===== src/rtl/led_pattern_ctrl.sv =====
// led_pattern_ctrl
//   Drives a bank of status LEDs from per-LED patterns and debounces a set
//   of raw push buttons. Each LED has a 3-bit mode and a PWM duty. These
//   are written through a simple config strobe. Every LED can show one of
//   these patterns:
//     off, on, slow blink, fast blink, PWM dimming,
//     a button's toggle state, or a button's debounced pressed level.
//
// Ports
//   clk_50MHz   : sole clock, all logic on the rising edge
//   reset       : synchronous, active-high reset
//   buttons     : raw asynchronous button inputs, active-low (0 = pressed)
//   cfg_we      : config write strobe
//   cfg_addr    : LED index to configure (out-of-range indices are ignored)
//   cfg_mode    : mode code written to the addressed LED
//   cfg_duty    : PWM duty written to the addressed LED
//   status_leds : registered LED pins, polarity set by ACTIVE_LOW
//   btn_event   : one-cycle pulse per accepted press
//   btn_toggle  : per-button state that flips on every accepted press
module led_pattern_ctrl #(
  parameter int NUM_LEDS        = 4,
  parameter int NUM_BTNS        = 1,
  parameter int DEBOUNCE_CYCLES = 500000,
  parameter int SLOW_BIT        = 23,
  parameter int FAST_BIT        = 22,
  parameter int PWM_BITS        = 8,
  parameter int ACTIVE_LOW      = 1,
  localparam int ADDR_W         = (NUM_LEDS > 1) ? $clog2(NUM_LEDS) : 1
) (
  input  logic                clk_50MHz,
  input  logic                reset,
  input  logic [NUM_BTNS-1:0] buttons,
  input  logic                cfg_we,
  input  logic [ADDR_W-1:0]   cfg_addr,
  input  logic [2:0]          cfg_mode,
  input  logic [PWM_BITS-1:0] cfg_duty,
  output logic [NUM_LEDS-1:0] status_leds,
  output logic [NUM_BTNS-1:0] btn_event,
  output logic [NUM_BTNS-1:0] btn_toggle
);

  typedef enum logic [2:0] {
    MODE_OFF    = 3'd0,
    MODE_ON     = 3'd1,
    MODE_SLOW   = 3'd2,
    MODE_FAST   = 3'd3,
    MODE_PWM    = 3'd4,
    MODE_TOGGLE = 3'd5,
    MODE_LEVEL  = 3'd6,
    MODE_RSVD   = 3'd7
  } led_mode_e;

  localparam int DB_W = (DEBOUNCE_CYCLES > 1) ? $clog2(DEBOUNCE_CYCLES) : 1;
  localparam logic [DB_W-1:0] DB_LAST = DB_W'(DEBOUNCE_CYCLES - 1);
  localparam logic PIN_POL = (ACTIVE_LOW != 0);

  logic [NUM_BTNS-1:0] sync_a;
  logic [NUM_BTNS-1:0] sync_b;
  logic [NUM_BTNS-1:0] deb_level;        // 1 = released, 0 = pressed
  logic [DB_W-1:0]     db_cnt [NUM_BTNS];

  logic [SLOW_BIT:0]   blink_cnt;
  logic [PWM_BITS-1:0] pwm_cnt;

  led_mode_e           mode_q [NUM_LEDS];
  logic [PWM_BITS-1:0] duty_q [NUM_LEDS];

  logic [NUM_LEDS-1:0] led_on;

  // Button path: two-flop synchroniser, then a per-button run-length
  // debounce. The press event and toggle are registered on the same edge
  // that the debounced level falls, so the pulse lines up with the new level.
  always_ff @(posedge clk_50MHz) begin
    if (reset) begin
      // NOTE: sequential state uses non-blocking assignments so every flop
      // samples pre-edge values regardless of statement order.
      sync_a     <= '1;
      sync_b     <= '1;
      deb_level  <= '1;
      btn_event  <= '0;
      btn_toggle <= '0;
      for (int b = 0; b < NUM_BTNS; b++) begin
        db_cnt[b] <= '0;
      end
    end else begin
      sync_a    <= buttons;
      sync_b    <= sync_a;
      btn_event <= '0;
      for (int b = 0; b < NUM_BTNS; b++) begin
        if (sync_b[b] == deb_level[b]) begin
          db_cnt[b] <= '0;
        end else if (db_cnt[b] == DB_LAST) begin
          db_cnt[b]    <= '0;
          deb_level[b] <= sync_b[b];
          if (!sync_b[b]) begin
            btn_event[b]  <= 1'b1;
            btn_toggle[b] <= ~btn_toggle[b];
          end
        end else begin
          db_cnt[b] <= db_cnt[b] + 1'b1;
        end
      end
    end
  end

  always_ff @(posedge clk_50MHz) begin
    if (reset) begin
      blink_cnt <= '0;
      pwm_cnt   <= '0;
    end else begin
      blink_cnt <= blink_cnt + 1'b1;
      pwm_cnt   <= pwm_cnt + 1'b1;
    end
  end

  // Config registers. Indices past the last LED are dropped, which only
  // matters when NUM_LEDS is not a power of two.
  always_ff @(posedge clk_50MHz) begin
    if (reset) begin
      // NOTE: the mode/duty arrays are small register files, not RAM, so
      // they are reset explicitly to give every LED a known "off" pattern.
      for (int i = 0; i < NUM_LEDS; i++) begin
        mode_q[i] <= MODE_OFF;
        duty_q[i] <= '0;
      end
    end else if (cfg_we && (int'(cfg_addr) < NUM_LEDS)) begin
      mode_q[cfg_addr] <= led_mode_e'(cfg_mode);
      duty_q[cfg_addr] <= cfg_duty;
    end
  end

  // Logical on-state per LED. Button-driven modes wrap the LED index onto
  // the available buttons.
  always_comb begin
    // NOTE: default every bit first so no path through the case infers a latch.
    led_on = '0;
    for (int i = 0; i < NUM_LEDS; i++) begin
      case (mode_q[i])
        MODE_ON:     led_on[i] = 1'b1;
        MODE_SLOW:   led_on[i] = blink_cnt[SLOW_BIT];
        MODE_FAST:   led_on[i] = blink_cnt[FAST_BIT];
        MODE_PWM:    led_on[i] = (pwm_cnt < duty_q[i]);
        MODE_TOGGLE: led_on[i] = btn_toggle[i % NUM_BTNS];
        MODE_LEVEL:  led_on[i] = ~deb_level[i % NUM_BTNS];
        default:     led_on[i] = 1'b0;
      endcase
    end
  end

  always_ff @(posedge clk_50MHz) begin
    if (reset) begin
      status_leds <= {NUM_LEDS{PIN_POL}};
    end else begin
      status_leds <= led_on ^ {NUM_LEDS{PIN_POL}};
    end
  end

endmodule


===== config.mk =====
export PLATFORM = sky130hd
export DESIGN_NAME = led_pattern_ctrl
export DESIGN_NICKNAME = d
export VERILOG_FILES = /design/src/rtl/led_pattern_ctrl.sv
export SDC_FILE = /design/constraint.sdc
export NUM_CORES = 1
export LEC_CHECK = 0
export BUFFER_PORTS_ARGS = -buffer_cell sky130_fd_sc_hd__buf_2
export CAP_MARGIN = 10
export CORE_ASPECT_RATIO = 1.1
export CORE_MARGIN = 3
export CORE_UTILIZATION = 55
export CTS_CLUSTER_SIZE = 28
export DETAILED_ROUTE_END_ITERATION = 16
export PLACE_DENSITY_LB_ADDON = 0.05
export SLEW_MARGIN = 40
export SYNTH_ARGS = -nofsm -noshare
export SYNTH_HDL_FRONTEND = slang
export SYNTH_SLANG_ARGS = --single-unit
export TNS_END_PERCENT = 30

===== constraint.sdc =====
create_clock -name clk_50MHz -period 3.6 [get_ports clk_50MHz]
set_input_delay 0 -clock clk_50MHz [delete_from_list [all_inputs] [get_ports clk_50MHz]]
set_output_delay 0 -clock clk_50MHz [all_outputs]
set_load 0.02 [all_outputs]

# After elaboration in Yosys (flattened, before gate mapping)
# Memories as Yosys holds them, arrays and structs flattened.
# Index checks and enable logic that the tools add are counted.
# word_totals
mem_bits_rw	63
mem_count	3
ff_bits	41
elab_cells	91
out_inout_bits	6
inputBits	17
romBits	0
latch_bits	0
# op_classes
multipliers	0
n_reduce_logical	8
addsub	3
div_mod_pow	0
order_cmp	4
n_eq_ne	26
shift	0
n_mux	33
bitwise_logic	6
# memory_table
name	words	word_bits	rd	rd_clocked_by_memory_dff	write_ports	line	source
duty_q	4	8	4	0	4	66	logic [PWM_BITS-1:0] duty_q [NUM_LEDS];
db_cnt	1	19	1	0	1	60	logic [DB_W-1:0] db_cnt [NUM_BTNS];
mode_q	4	3	4	0	4	65	led_mode_e mode_q [NUM_LEDS];
# ops
op	count
2-to-1 mux 19 bit	3
OR reduction 19 bit	3
== test 3 bit, second input constant	12
< comparator 8 bit	4
adder 24 x 1 -> 24 bit, second input constant	1
== test 3 x 2 -> 1 bit, second input constant	8
case mux 1 bit (6 select lines)	4
2-to-1 mux 1 bit	22
adder 19 x 1 -> 19 bit, second input constant	1
== test 19 bit, second input constant	1
== test 3 x 1 -> 1 bit, second input constant	4
adder 8 x 1 -> 8 bit, second input constant	1
2-to-1 mux 8 bit	1
OR reduction 8 bit	1
OR reduction 3 bit	2
NOT 1 bit	5
2-to-1 mux 2 bit	2
NOT 4 bit	1
2-to-1 mux 3 bit	1
AND reduction 3 bit	1
AND reduction 2 bit	1
== test 1 bit	1

# Depth between registers and ports, before layout
# logic_depth
depth_word	8
ltp_mapped	6
depth_no_buf	6

# Worst setup path after synthesis
# Ideal clock, no wire load.
# synth_path
path_type	register -> register
start	memory db_cnt[0][0] (netlist bit)
end	memory db_cnt[0][10] (netlist bit) (data pin)
setup_slack_ns	1.740
path_stages_with_launch	7
synth_period_minus_slack_ns	1.860
arrival_ns	1.603
required_ns	3.343
setup_ns	0.257
path_cell_list	edfxtp_1 > ha_1 > and4_1 > nand4_1 > o21ai_2 > buf_2 > nor2_1
# synth_rtl
item	line
start: declaration	60

==> results.md <==
- The post-route antenna net violation count is 0.
- The port buffer count is 22.
- The slew of the pin with the lowest slew margin is about 760 ps.
- Summing over every cut layer, the via total after detailed routing is approximately 3.8k.
- In the routed design, unresolved DRC markers number 0.
- For this configuration, the core starts out at a cell density of 57.77%.
- The internal reg-to-reg setup slack is about 1400 ps.
- For this design the ratio of total power to cell area is approximately 380 nW/µm².
- The required time at the worst-slack endpoint is about 3700 ps.
- For this design, the sink count on the clock tree is about 100.
- Synthesis inferred approximately 100 register bits.
- The number of fill cells is around 760.
- The average footprint of a synthesized cell is around 10 µm².
- Data arrives at the worst endpoint at about 2300 ps.
- The share of power burned in the clock network is 30.9%.
- The number of standard cells in the final layout excluding fillers is just under 700.
- The die is roughly 99 µm wide.
- Internal power comes to 1.691 mW.
- TritonCTS built the clock tree.
- Summed over all failing endpoints, the final setup total negative slack is 0 ps.
- The netlist area before placement is approximately 5300 µm².
- In this run the clock root is driven by a clkbuf_8.
- In the final layout, the share of cells above drive strength 1 is just under 9%.
- The Yosys step of the flow raised 0 warnings.
- The maximum VDD drop is roughly 0.23 mV.
- The standard cell core area is 9099 µm².
- The endpoint identified for the worst register-to-register timing path is db_cnt[0][16]$_SDFFCE_PN0P_.
- The count of buffers added by post-CTS timing repair for setup is 0.
- The sequential element share of the synthesized area is 51.61%.
- The achievable clock frequency is ~0.45 GHz.
- In this run the count of I/O pins placed on the die edge is 23.
- In this run, the number of DRC markers left after iteration 0 of detailed routing was a little over 200.
- Net switching is roughly a quarter of the power.
- The power consumption is ~2.2 mW.
- In the finished design, the share of the clock period the worst path needs comes to 62.35%.
- Setup violations remaining at the end of the flow were counted as 0.
- The initialized floorplan defines 36 standard-cell rows.
- The tightest slew margin relative to the limit is between 40% and 50%.
- The multi-input gate area in the final layout is 2416 µm².
- The die covers around 11000 µm².
- The area growth from synthesis to layout is 11.64%.
- Per report_power, the combinational group accounts for 8.2% of the total.
- The number of hold violations in the final report is 0.
- The worst slack at placement is 1366 ps.
- The max-slew violation total from the final report came to 0.
- Setup repair after global routing left no endpoint under its margin.
- Counting instances, the worst hold path has a depth of 3.
- The total instance count after detailed placement is ~660.
- Summed over all cells, the static leakage comes to between 2 and 2.5 nW.
- Across the run, the number of max-cap violations was 0.
- The run finished with clean final reports.
- The longest clock path from root to sink contains 2 buffers.
- For the final database, setup skew stands at around 12 ps.
- After legalization and detailed placement, the total HPWL measured around 7600 µm.
- Measured along the y axis, the die boundary spans ~110 µm.
- The launching element type of the critical path is a register.
- The most critical setup path has its endpoint at db_cnt[0][16]$_SDFFCE_PN0P_.
- The maximum number of pins on one net before global-route repair is 49.
- The setup slack of the critical path after layout is approximately 1400 ps.
- At the end of routability-driven placement, the weighted congestion stood at between 0.8 and 0.9.
- The worst hold path belongs to the class input pin to register.
- The first global-routing pass estimated between 15000 and 20000 µm of wire.
- The number of buffers added by the clock tree synthesis step is 9.
- Gates resized during post-CTS repair numbered 0.
- The total congestion overflow after global routing is 0.
- The clock-pin slew reported for the worst setup and hold paths after clock tree synthesis is roughly 100 ps.
- The worst register-to-register path begins at db_cnt[0][0]$_SDFFCE_PN0P_.
- The later pin in the worst-skew pair is clocked with a latency of around 370 ps.
- The hold-fix buffer count after cts is 12.
- For this run, the detailed router's first-pass iteration total came to 7.
- For this block, the routed nets add up to roughly 11000 µm of wire.
- After detailed routing, the average wire length per cell comes to 15.27 µm.
- In the routed layout, each cell is associated on average with a via count of 5.486.
- Per report_power, the sequential group accounts for 60.9% of the total.
- The number of antenna violations at the first check in global routing came to 1.
- Global routing used about a fifth of the available tracks across all layers.
- The maximum fanout encountered on the critical timing path is 19.
- The launching instance or port of the critical path is db_cnt[0][0]$_SDFFCE_PN0P_.
- The number of global-route vias before repair is between 3k and 4k.
- The switching power is between 0.5 and 0.6 mW.
- The final critical-path required period is ~2200 ps.
- Synthesis produced a netlist whose cell count is between 500 and 600.
- The total number of H-tree levels is 3.
- The number of different library cells in the post-synthesis netlist is 37.
- The final layout contains around 620 nets.
- The class of the most critical setup path is register to register.
- In the final layout, flip-flops and latches occupy 2713 µm².
- Measured on the finished design, the core utilization comes to around 64%.
- Counting cells, the worst reg-to-reg path comes to 5.
- The worst setup path is captured at a register.
-- power groups by stage --
stage,clock (mW),combinational [mW],sequential (mW)
6_report,0.690,0.183,1.36
5_1_grt,0.752,0.210,1.37
4_1_cts,0.708,0.183,1.36
3_5_place_dp,0,0.172,1.39
3_3_place_gp,0,0.167,1.38
2_1_floorplan,0,0.111,1.38
-- worst min-delay path by stage --
stage / slack, ps / endpoint / from
2_1_floorplan: 100 / sync_a$_SDFF_PP1_ / buttons
3_3_place_gp: 190 / sync_a$_SDFF_PP1_ / buttons
3_5_place_dp: 190 / sync_a$_SDFF_PP1_ / buttons
4_1_cts: 190 / pwm_cnt[0]$_SDFF_PP0_ / reset
5_1_grt: 220 / pwm_cnt[0]$_SDFF_PP0_ / reset
6_report: 200 / duty_q[2][0]$_SDFFCE_PN0P_ / cfg_addr[0]
-- cells in the final DEF (no fill, tap or decap), types with 2 or more instances in the layout --
master,n
nor3_1,14
or4_1,7
inv_1,37
inv_6,2
ha_1,32
nand2_1,26
o21ai_0,22
nor3b_1,2
nand4_1,15
dlygate4sd3_1,12
and2_1,45
o31ai_1,7
a311oi_1,4
and4_1,2
or2_2,4
nand3_1,16
nor2b_1,7
a21oi_1,17
clkbuf_8,9
and3_1,8
a211oi_1,12
conb_1,19
o211ai_1,4
xor2_1,10
buf_2,22
nand2b_1,5
edfxtp_1,63
or3_1,10
dfxtp_1,41
nor4_1,8
buf_4,5
nor2_1,57
xnor2_1,22
-- logic make-up after synthesis --
logic type | share of synthesized area [%]
AOI/OAI and AO/OA | 8.141
xor gates and xnor gates | 5.332
adders and majority gates | 7.617
buffers and inverters | 3.761
DFF | 51.61
muxes | 0.4047
other | 0.07134
and+or+nand+nor | 23.07
-- final cells by class --
type | instances | share of cell area [%]
antenna | 1 | 0.04264
clock buffer | 10 | 2.537
clock inverter | 5 | 0.6610
inverter | 37 | 2.367
multi-input combinational | 382 | 41.17
sequential | 104 | 46.23
tap | 114 | 2.431
timing repair buffer | 39 | 4.563
-- flip-flops by register name (all words and copies together) (netlist names) --
register,count
duty_q,32
blink_cnt,24
db_cnt,19
mode_q,12
pwm_cnt,8
status_leds,4
btn_event,1
btn_toggle,1
deb_level,1
sync_a,1
sync_b,1
-- routing by layer --
metal	global-route usage [%]	vias to the layer above	routed length [µm]
li1	-	1930	-
met4	8.195	0	112
met5	0	-	0
met3	2.968	11	460
met2	35.56	69	5177
met1	26.89	1786	4815
-- critical path, stage by stage (launching register included) --
cell      delay (ps)
edfxtp_1         430
ha_1             250
and4_1           260
nand4_1          200
o21ai_2          680
nor2_1           140
-- cell usage after synthesis --
cell,instances,area [µm²]
nor4_1,8,50.05
a311oi_1,4,35.03
a31o_2,1,8.760
o211ai_1,4,30.03
xor2_1,10,87.58
nand2_1,26,97.59
inv_1,37,138.9
o31ai_1,7,52.55
and2_1,45,281.5
nor3_1,14,70.07
mux2_2,1,11.26
conb_1,1,3.750
xnor2_1,22,192.7
and3_1,8,50.05
ha_1,32,400.4
and4_1,2,17.52
nand4_4,1,21.27
nor3b_1,2,15.01
a21oi_1,17,85.08
mux2i_1,1,10.01
nand3_1,16,80.08
nand2b_1,5,31.28
nor2_1,57,214.0
buf_1,1,3.750
o21ai_2,1,8.760
o21ai_0,22,110.1
o21bai_1,1,7.510
buf_2,2,10.01
or2_2,4,25.02
dfxtp_1,41,820.8
or4_1,7,52.55
a211oi_1,12,90.09
nand4_1,15,93.84
or3_1,10,62.56
clkbuf_1,12,45.04
edfxtp_1,63,1892
nor2b_1,8,50.05
-- stage by stage --
step                hold WS, ps  instance area [µm²]
floorplan                 103.8                 5324
global placement          188.5                 5555
detailed placement        190.6                 5555
CTS                       189.3                 5863
global route              215.9                 5868
finish                    203.3                 5868
(Power assumes the default switching activity.)
